## config.mk

```make
export PLATFORM = sky130hd
export DESIGN_NAME = pc_call_stack_flat
export DESIGN_NICKNAME = d
export VERILOG_FILES = /design/src/rtl/pc_call_stack_if.sv /design/src/rtl/pc_call_stack.sv /design/src/flat_wrapper.sv
export SDC_FILE = /design/constraint.sdc
export NUM_CORES = 1
export LEC_CHECK = 0
export ABC_AREA = 0
export BUFFER_PORTS_ARGS = -buffer_cell sky130_fd_sc_hd__buf_2
export CAP_MARGIN = 20
export CORE_MARGIN = 1
export CORE_UTILIZATION = 58
export DETAILED_ROUTE_END_ITERATION = 6
export PLACE_DENSITY = 0.89
export SYNTH_ARGS = -nofsm -noshare
export SYNTH_HDL_FRONTEND = slang
export SYNTH_SLANG_ARGS = --single-unit
```

## constraint.sdc

```tcl
create_clock -name clk -period 3.35 [get_ports clk]
set_input_delay 0.5025 -clock clk [delete_from_list [all_inputs] [get_ports clk]]
set_output_delay 0.5025 -clock clk [all_outputs]
set_load 0.005 [all_outputs]
```

## src/rtl/pc_call_stack_if.sv

```systemverilog
// Request/status bundle between the fetch-stage controller and pc_call_stack.
interface pc_call_stack_if #(
  parameter int ADDR_W = 8,
  parameter int OFF_W  = 6
);
  logic              hold;
  logic              jump;
  logic [ADDR_W-1:0] jump_addr;
  logic              branch;
  logic [OFF_W-1:0]  branch_off;
  logic              call;
  logic              ret;
  logic [ADDR_W-1:0] pc;
  logic              halted;
  logic              stack_empty;
  logic              stack_full;
  logic              stack_err;

  // Controller side: issues requests, observes PC and stack status.
  modport master (
    output hold, jump, jump_addr, branch, branch_off, call, ret,
    input  pc, halted, stack_empty, stack_full, stack_err
  );

  // Program-counter side.
  modport slave (
    input  hold, jump, jump_addr, branch, branch_off, call, ret,
    output pc, halted, stack_empty, stack_full, stack_err
  );
endinterface

```

## src/rtl/pc_call_stack.sv

```systemverilog
// Program counter with an integrated return-address stack. Requests are
// resolved by fixed priority (hold > halted > ret > call > jump > branch >
// increment); every output is a register or a decode of registered state.
module pc_call_stack #(
  parameter int          ADDR_W      = 8,
  parameter int          OFF_W       = 6,
  parameter int          STACK_DEPTH = 4,
  parameter int unsigned END_ADDR    = 2**ADDR_W - 1
) (
  input  logic           clk,
  input  logic           reset,
  pc_call_stack_if.slave bus
);

  localparam int CNT_W = $clog2(STACK_DEPTH + 1);
  localparam int IDX_W = (STACK_DEPTH > 1) ? $clog2(STACK_DEPTH) : 1;

  localparam logic [ADDR_W-1:0] END_PC = ADDR_W'(END_ADDR);
  localparam logic [CNT_W-1:0]  FULL_CNT = CNT_W'(STACK_DEPTH);

  logic [ADDR_W-1:0] pc_q, pc_nxt;
  logic [CNT_W-1:0]  cnt_q, cnt_nxt;
  logic              err_q, err_nxt;
  logic              push;

  logic [ADDR_W-1:0] stack_mem [STACK_DEPTH];

  logic [ADDR_W-1:0] pc_inc;
  logic [ADDR_W-1:0] off_ext;
  logic [IDX_W-1:0]  top_idx;
  logic [IDX_W-1:0]  push_idx;
  logic              halted;
  logic              empty;
  logic              full;

  assign pc_inc   = pc_q + ADDR_W'(1);
  assign off_ext  = ADDR_W'(signed'(bus.branch_off));
  assign top_idx  = IDX_W'(cnt_q - CNT_W'(1));
  assign push_idx = IDX_W'(cnt_q);
  assign halted   = (pc_q == END_PC);
  assign empty    = (cnt_q == '0);
  assign full     = (cnt_q == FULL_CNT);

  // Next-state selection by request priority.
  // NOTE: every always_comb output gets a default first so no path can
  // leave it unassigned and infer a latch.
  always_comb begin
    pc_nxt  = pc_q;
    cnt_nxt = cnt_q;
    err_nxt = err_q;
    push    = 1'b0;
    if (!bus.hold && !halted) begin
      if (bus.ret) begin
        if (!empty) begin
          pc_nxt  = stack_mem[top_idx];
          cnt_nxt = cnt_q - CNT_W'(1);
        end else begin
          // Underflow: skip past the bad return and flag it.
          pc_nxt  = pc_inc;
          err_nxt = 1'b1;
        end
      end else if (bus.call) begin
        if (!full) begin
          push    = 1'b1;
          cnt_nxt = cnt_q + CNT_W'(1);
          pc_nxt  = bus.jump_addr;
        end else begin
          // Overflow: drop the call entirely and flag it.
          pc_nxt  = pc_inc;
          err_nxt = 1'b1;
        end
      end else if (bus.jump) begin
        pc_nxt = bus.jump_addr;
      end else if (bus.branch) begin
        pc_nxt = pc_q + off_ext;
      end else begin
        pc_nxt = pc_inc;
      end
    end
  end

  // PC, stack depth and sticky error registers.
  // NOTE: sequential state uses non-blocking assignments so every register
  // samples the pre-edge values regardless of statement order.
  always_ff @(posedge clk) begin
    if (reset) begin
      pc_q  <= '0;
      cnt_q <= '0;
      err_q <= 1'b0;
    end else begin
      pc_q  <= pc_nxt;
      cnt_q <= cnt_nxt;
      err_q <= err_nxt;
    end
  end

  // Return-address storage; written only on an accepted call.
  // NOTE: the entries are deliberately not reset -- the depth count alone
  // decides which entries are valid, so stale contents are never read.
  always_ff @(posedge clk) begin
    if (!reset && push) begin
      stack_mem[push_idx] <= pc_inc;
    end
  end

  assign bus.pc          = pc_q;
  assign bus.halted      = halted;
  assign bus.stack_empty = empty;
  assign bus.stack_full  = full;
  assign bus.stack_err   = err_q;

endmodule

```

## src/flat_wrapper.sv

```systemverilog
// flat-port wrapper written by rule: the top's interface ports become plain ports
module pc_call_stack_flat 
#(
  parameter int          ADDR_W      = 8,
  parameter int          OFF_W       = 6,
  parameter int          STACK_DEPTH = 4,
  parameter int unsigned END_ADDR    = 2**ADDR_W - 1
)
  (clk, reset, bus_hold, bus_jump, bus_jump_addr, bus_branch, bus_branch_off, bus_call, bus_ret, bus_pc, bus_halted, bus_stack_empty, bus_stack_full, bus_stack_err);
  pc_call_stack_if #(.ADDR_W(ADDR_W), .OFF_W(OFF_W)) bus_i ();
  input  logic clk;
  input  logic reset;
  input wire logic [$bits(bus_i.hold)-1:0] bus_hold;
  input wire logic [$bits(bus_i.jump)-1:0] bus_jump;
  input wire logic [$bits(bus_i.jump_addr)-1:0] bus_jump_addr;
  input wire logic [$bits(bus_i.branch)-1:0] bus_branch;
  input wire logic [$bits(bus_i.branch_off)-1:0] bus_branch_off;
  input wire logic [$bits(bus_i.call)-1:0] bus_call;
  input wire logic [$bits(bus_i.ret)-1:0] bus_ret;
  output wire logic [$bits(bus_i.pc)-1:0] bus_pc;
  output wire logic [$bits(bus_i.halted)-1:0] bus_halted;
  output wire logic [$bits(bus_i.stack_empty)-1:0] bus_stack_empty;
  output wire logic [$bits(bus_i.stack_full)-1:0] bus_stack_full;
  output wire logic [$bits(bus_i.stack_err)-1:0] bus_stack_err;
  assign bus_i.hold = bus_hold;
  assign bus_i.jump = bus_jump;
  assign bus_i.jump_addr = bus_jump_addr;
  assign bus_i.branch = bus_branch;
  assign bus_i.branch_off = bus_branch_off;
  assign bus_i.call = bus_call;
  assign bus_i.ret = bus_ret;
  assign bus_pc = bus_i.pc;
  assign bus_halted = bus_i.halted;
  assign bus_stack_empty = bus_i.stack_empty;
  assign bus_stack_full = bus_i.stack_full;
  assign bus_stack_err = bus_i.stack_err;
  pc_call_stack #(.ADDR_W(ADDR_W), .OFF_W(OFF_W), .STACK_DEPTH(STACK_DEPTH), .END_ADDR(END_ADDR)) u_core (.clk(clk), .reset(reset), .bus(bus_i));
endmodule
```

==> results_dict.tcl <==
set metrics [dict create \
    outcome "finished, final reports clean" \
    post_cts_resized 0 \
    endpoint_kind "primary output" \
    pwr-share-seq 0.495 \
    clock_path_buffers 2 \
    core_region_area_um2 4380 \
    hp-start "u_core.bus.stack_err" \
    drv_slew 0 \
    rsz0062_at_grt "false" \
    grt_overflow 0 \
    wl_per_cell_um 18.5 \
    yosysSeqAreaShare 0.451 \
    max_cap_viol_count 0 \
    worst-r2r-setup-slack_ps 760 \
    die_area_um2 4870 \
    syn-num-nets 274 \
    switching_share 0.311 \
    cp_max_fo 13 \
    hold_violations 0 \
    setup_tns_ps 0 \
    yosys.area.top_type "edfxtp_1" \
    clock.fmax_mhz 384 \
    p_sw_uw 409 \
    fin_crit_ps 2600 \
    grt_max_degree 23 \
    worst_pin_slew_ps 648 \
    clockPowerShare 0.252 \
    final_cell_mix "32 x buf_2, 32 x edfxtp_1, 16 x inv_1" \
    start_util 0.608 \
    stdcell_count 322 \
    r2r_start "u_core.cnt_q[0]" \
    postCtsHoldBufs 0 \
    nets 304 \
    io_pins 33 \
    grt_pass1_vias 1992 \
    path_common_cell "inv_1" \
    worst_ep_arrival_time_ps 2100 \
    cts_sinks 44 \
    ys_seq_elements 44 \
    rows 24 \
    drt_iter0_drc 156 \
    relSlewSlack 0.566 \
    ir_worst_vdd_uv 378 \
    crit_required_ps 2850 \
    io_buffers 32 \
    synth_flop_cell "edfxtp_1" \
    clock_skew_ps 6.88 \
    drive_gt1_frac 0.181 \
    p_int_uw 905 \
    setup_violations 0 \
    drt_pass1_iterations 4 \
    crit_end "bus_stack_empty" \
    crit_chain "inv_1 -> ha_1 -> nand2b_1 -> inv_1 -> buf_2" \
    grt_antenna_before_repair 0 \
    leakage_uw 0.00114 \
    combPwrFrac 0.254 \
    synth-edff-count 32 \
    synthArstFlopShare 0 \
    cts.clk_slew.worst_paths_ps 80 \
    multi_input_area_um2 1350 \
    critical_path.max_stage_delay_ps 640 \
    die_height_um 69.8 \
    yosys_warnings 0 \
    grtUsageTotal 0.262 \
    syn_area_um2 2670 \
    cp.depth 5 \
    dpl.hpwl_mm 4.41 \
    postSynthCellCount 239 \
    r2r_end "u_core.stack_mem[2][4]" \
    crit_slowest_cell "dfxtp_1" \
    area_delta_synth_final_pct 10.1 \
    diodes 0 \
    yosysUniqueCellTypes 60 \
    rr_worst_depth 6 \
    cts_max_level 2 \
    antenna_left 0 \
    dpl.cell_count 314 \
    die_x_um 69.8 \
    clk_latency_ps 300 \
    crit_buf_inv 3 \
    cellPowerDensity_nw_per_um2 448 \
    fillCellCount 343 \
    cts-root-buf "clkbuf_8" \
    numCtsBuffers 5 \
    crit_start "u_core.cnt_q[0]" \
    gp_congestion 0.866 \
    postRouteWirelength_mm 5.95 \
    worstHoldPathType "flop to flop" \
    syn_area_per_cell_um2 11.2 \
    critPathKind "flop to primary output" \
    via_per_inst 6.35 \
    ys_top_cells_by_area "edfxtp_1 36%, dfxtp_1 9.0%, mux4_1 6.9%" \
    cp_top_family "flip-flops" \
    vias 2044 \
    drc_errors 0 \
    synth_top_area_frac 0.361 \
    finalCritPeriodShare 0.777 \
    cts_tree "done" \
    critPathLaunchType "flop" \
    holdWs_ps 472 \
    postCtsSetupBuffers 0 \
    grt_pass1_wl_mm 9.64 \
    regArea_um2 1200 \
]
## flip-flops by register name, summed over array words and instances, names as in the netlist
signal                cells
u_core.bus.pc             8
u_core.bus.stack_err      1
u_core.stack_mem         32
u_core.cnt_q              3
## layer usage
metal | up-vias | GRT usage | share of wire
li1 | 982 | - | -
met1 | 958 | 0.340 | 0.42
met2 | 92 | 0.420 | 0.49
met3 | 12 | 0.0581 | 0.074
met4 | 0 | 0.124 | 0.024
met5 | - | 0 | 0
## worst min path at each step
stage | cells after the start | slack, ps | to
floorplan | 2 | 460 | u_core.bus.stack_err
global placement | 2 | 450 | u_core.bus.stack_err
detailed placement | 2 | 460 | u_core.bus.stack_err
CTS | 2 | 480 | u_core.bus.stack_err
global route | 2 | 510 | u_core.bus.stack_err
finish | 2 | 470 | u_core.bus.stack_err
## cell families after synthesis
family | Yosys count | synth area share
AND/OR/NAND/NOR | 71 | 0.137
AO/OA/AOI/OAI | 58 | 0.165
XOR/XNOR | 12 | 0.0394
adder cells (fa/ha/maj) | 14 | 0.0685
buffers and inverters | 27 | 0.0432
multiplexers | 13 | 0.0967
flip-flops | 44 | 0.451
## cell usage after synthesis (all sizes together) (3+ instances only)
cell type / n
edfxtp: 32
buf: 6
nand3: 13
a21oi: 7
dfxtp: 12
nand2b: 4
a211oi: 8
o21ai: 9
inv: 17
mux4: 8
nor2b: 4
xor2: 6
xnor2: 6
a221oi: 3
a32oi: 3
ha: 13
o21bai: 3
and2: 4
clkbuf: 4
nor3: 4
nor2: 15
nand2: 15
o311ai: 5
mux2i: 4
a311oi: 3
## layout make-up
cell class	instances	share of cell area
multi-input combinational	168	0.460
sequential	44	0.409
timing repair buffer	33	0.0571
clock buffer	6	0.0247
tap	52	0.0222
inverter	17	0.0217
clock inverter	2	0.00554
## power groups by stage
stage,sequential (uW),combinational [uW],clock [uW]
5_1_grt,654,370,360
6_report,650,334,331
3_3_place_gp,661,320,0
3_5_place_dp,662,330,0
4_1_cts,650,331,341
2_1_floorplan,646,252,0
## worst register-to-register path: stages, from the launching register on
cell and delay (ps):
dfxtp_1 640, inv_1 200, ha_1 320, nand2_2 150, inv_2 80, nor4_1 440, and2_1 420
## stage by stage
step	setup WS [ps]	total power [uW]	utilization	cell area (um^2)
finish	746	1310	0.670	2940
global placement	884	981	0.649	2850
global route	527	1380	0.670	2940
CTS	731	1320	0.670	2940
floorplan	927	898	-	2670
detailed placement	757	992	0.649	2850
Power figures use the tool's default switching activity.
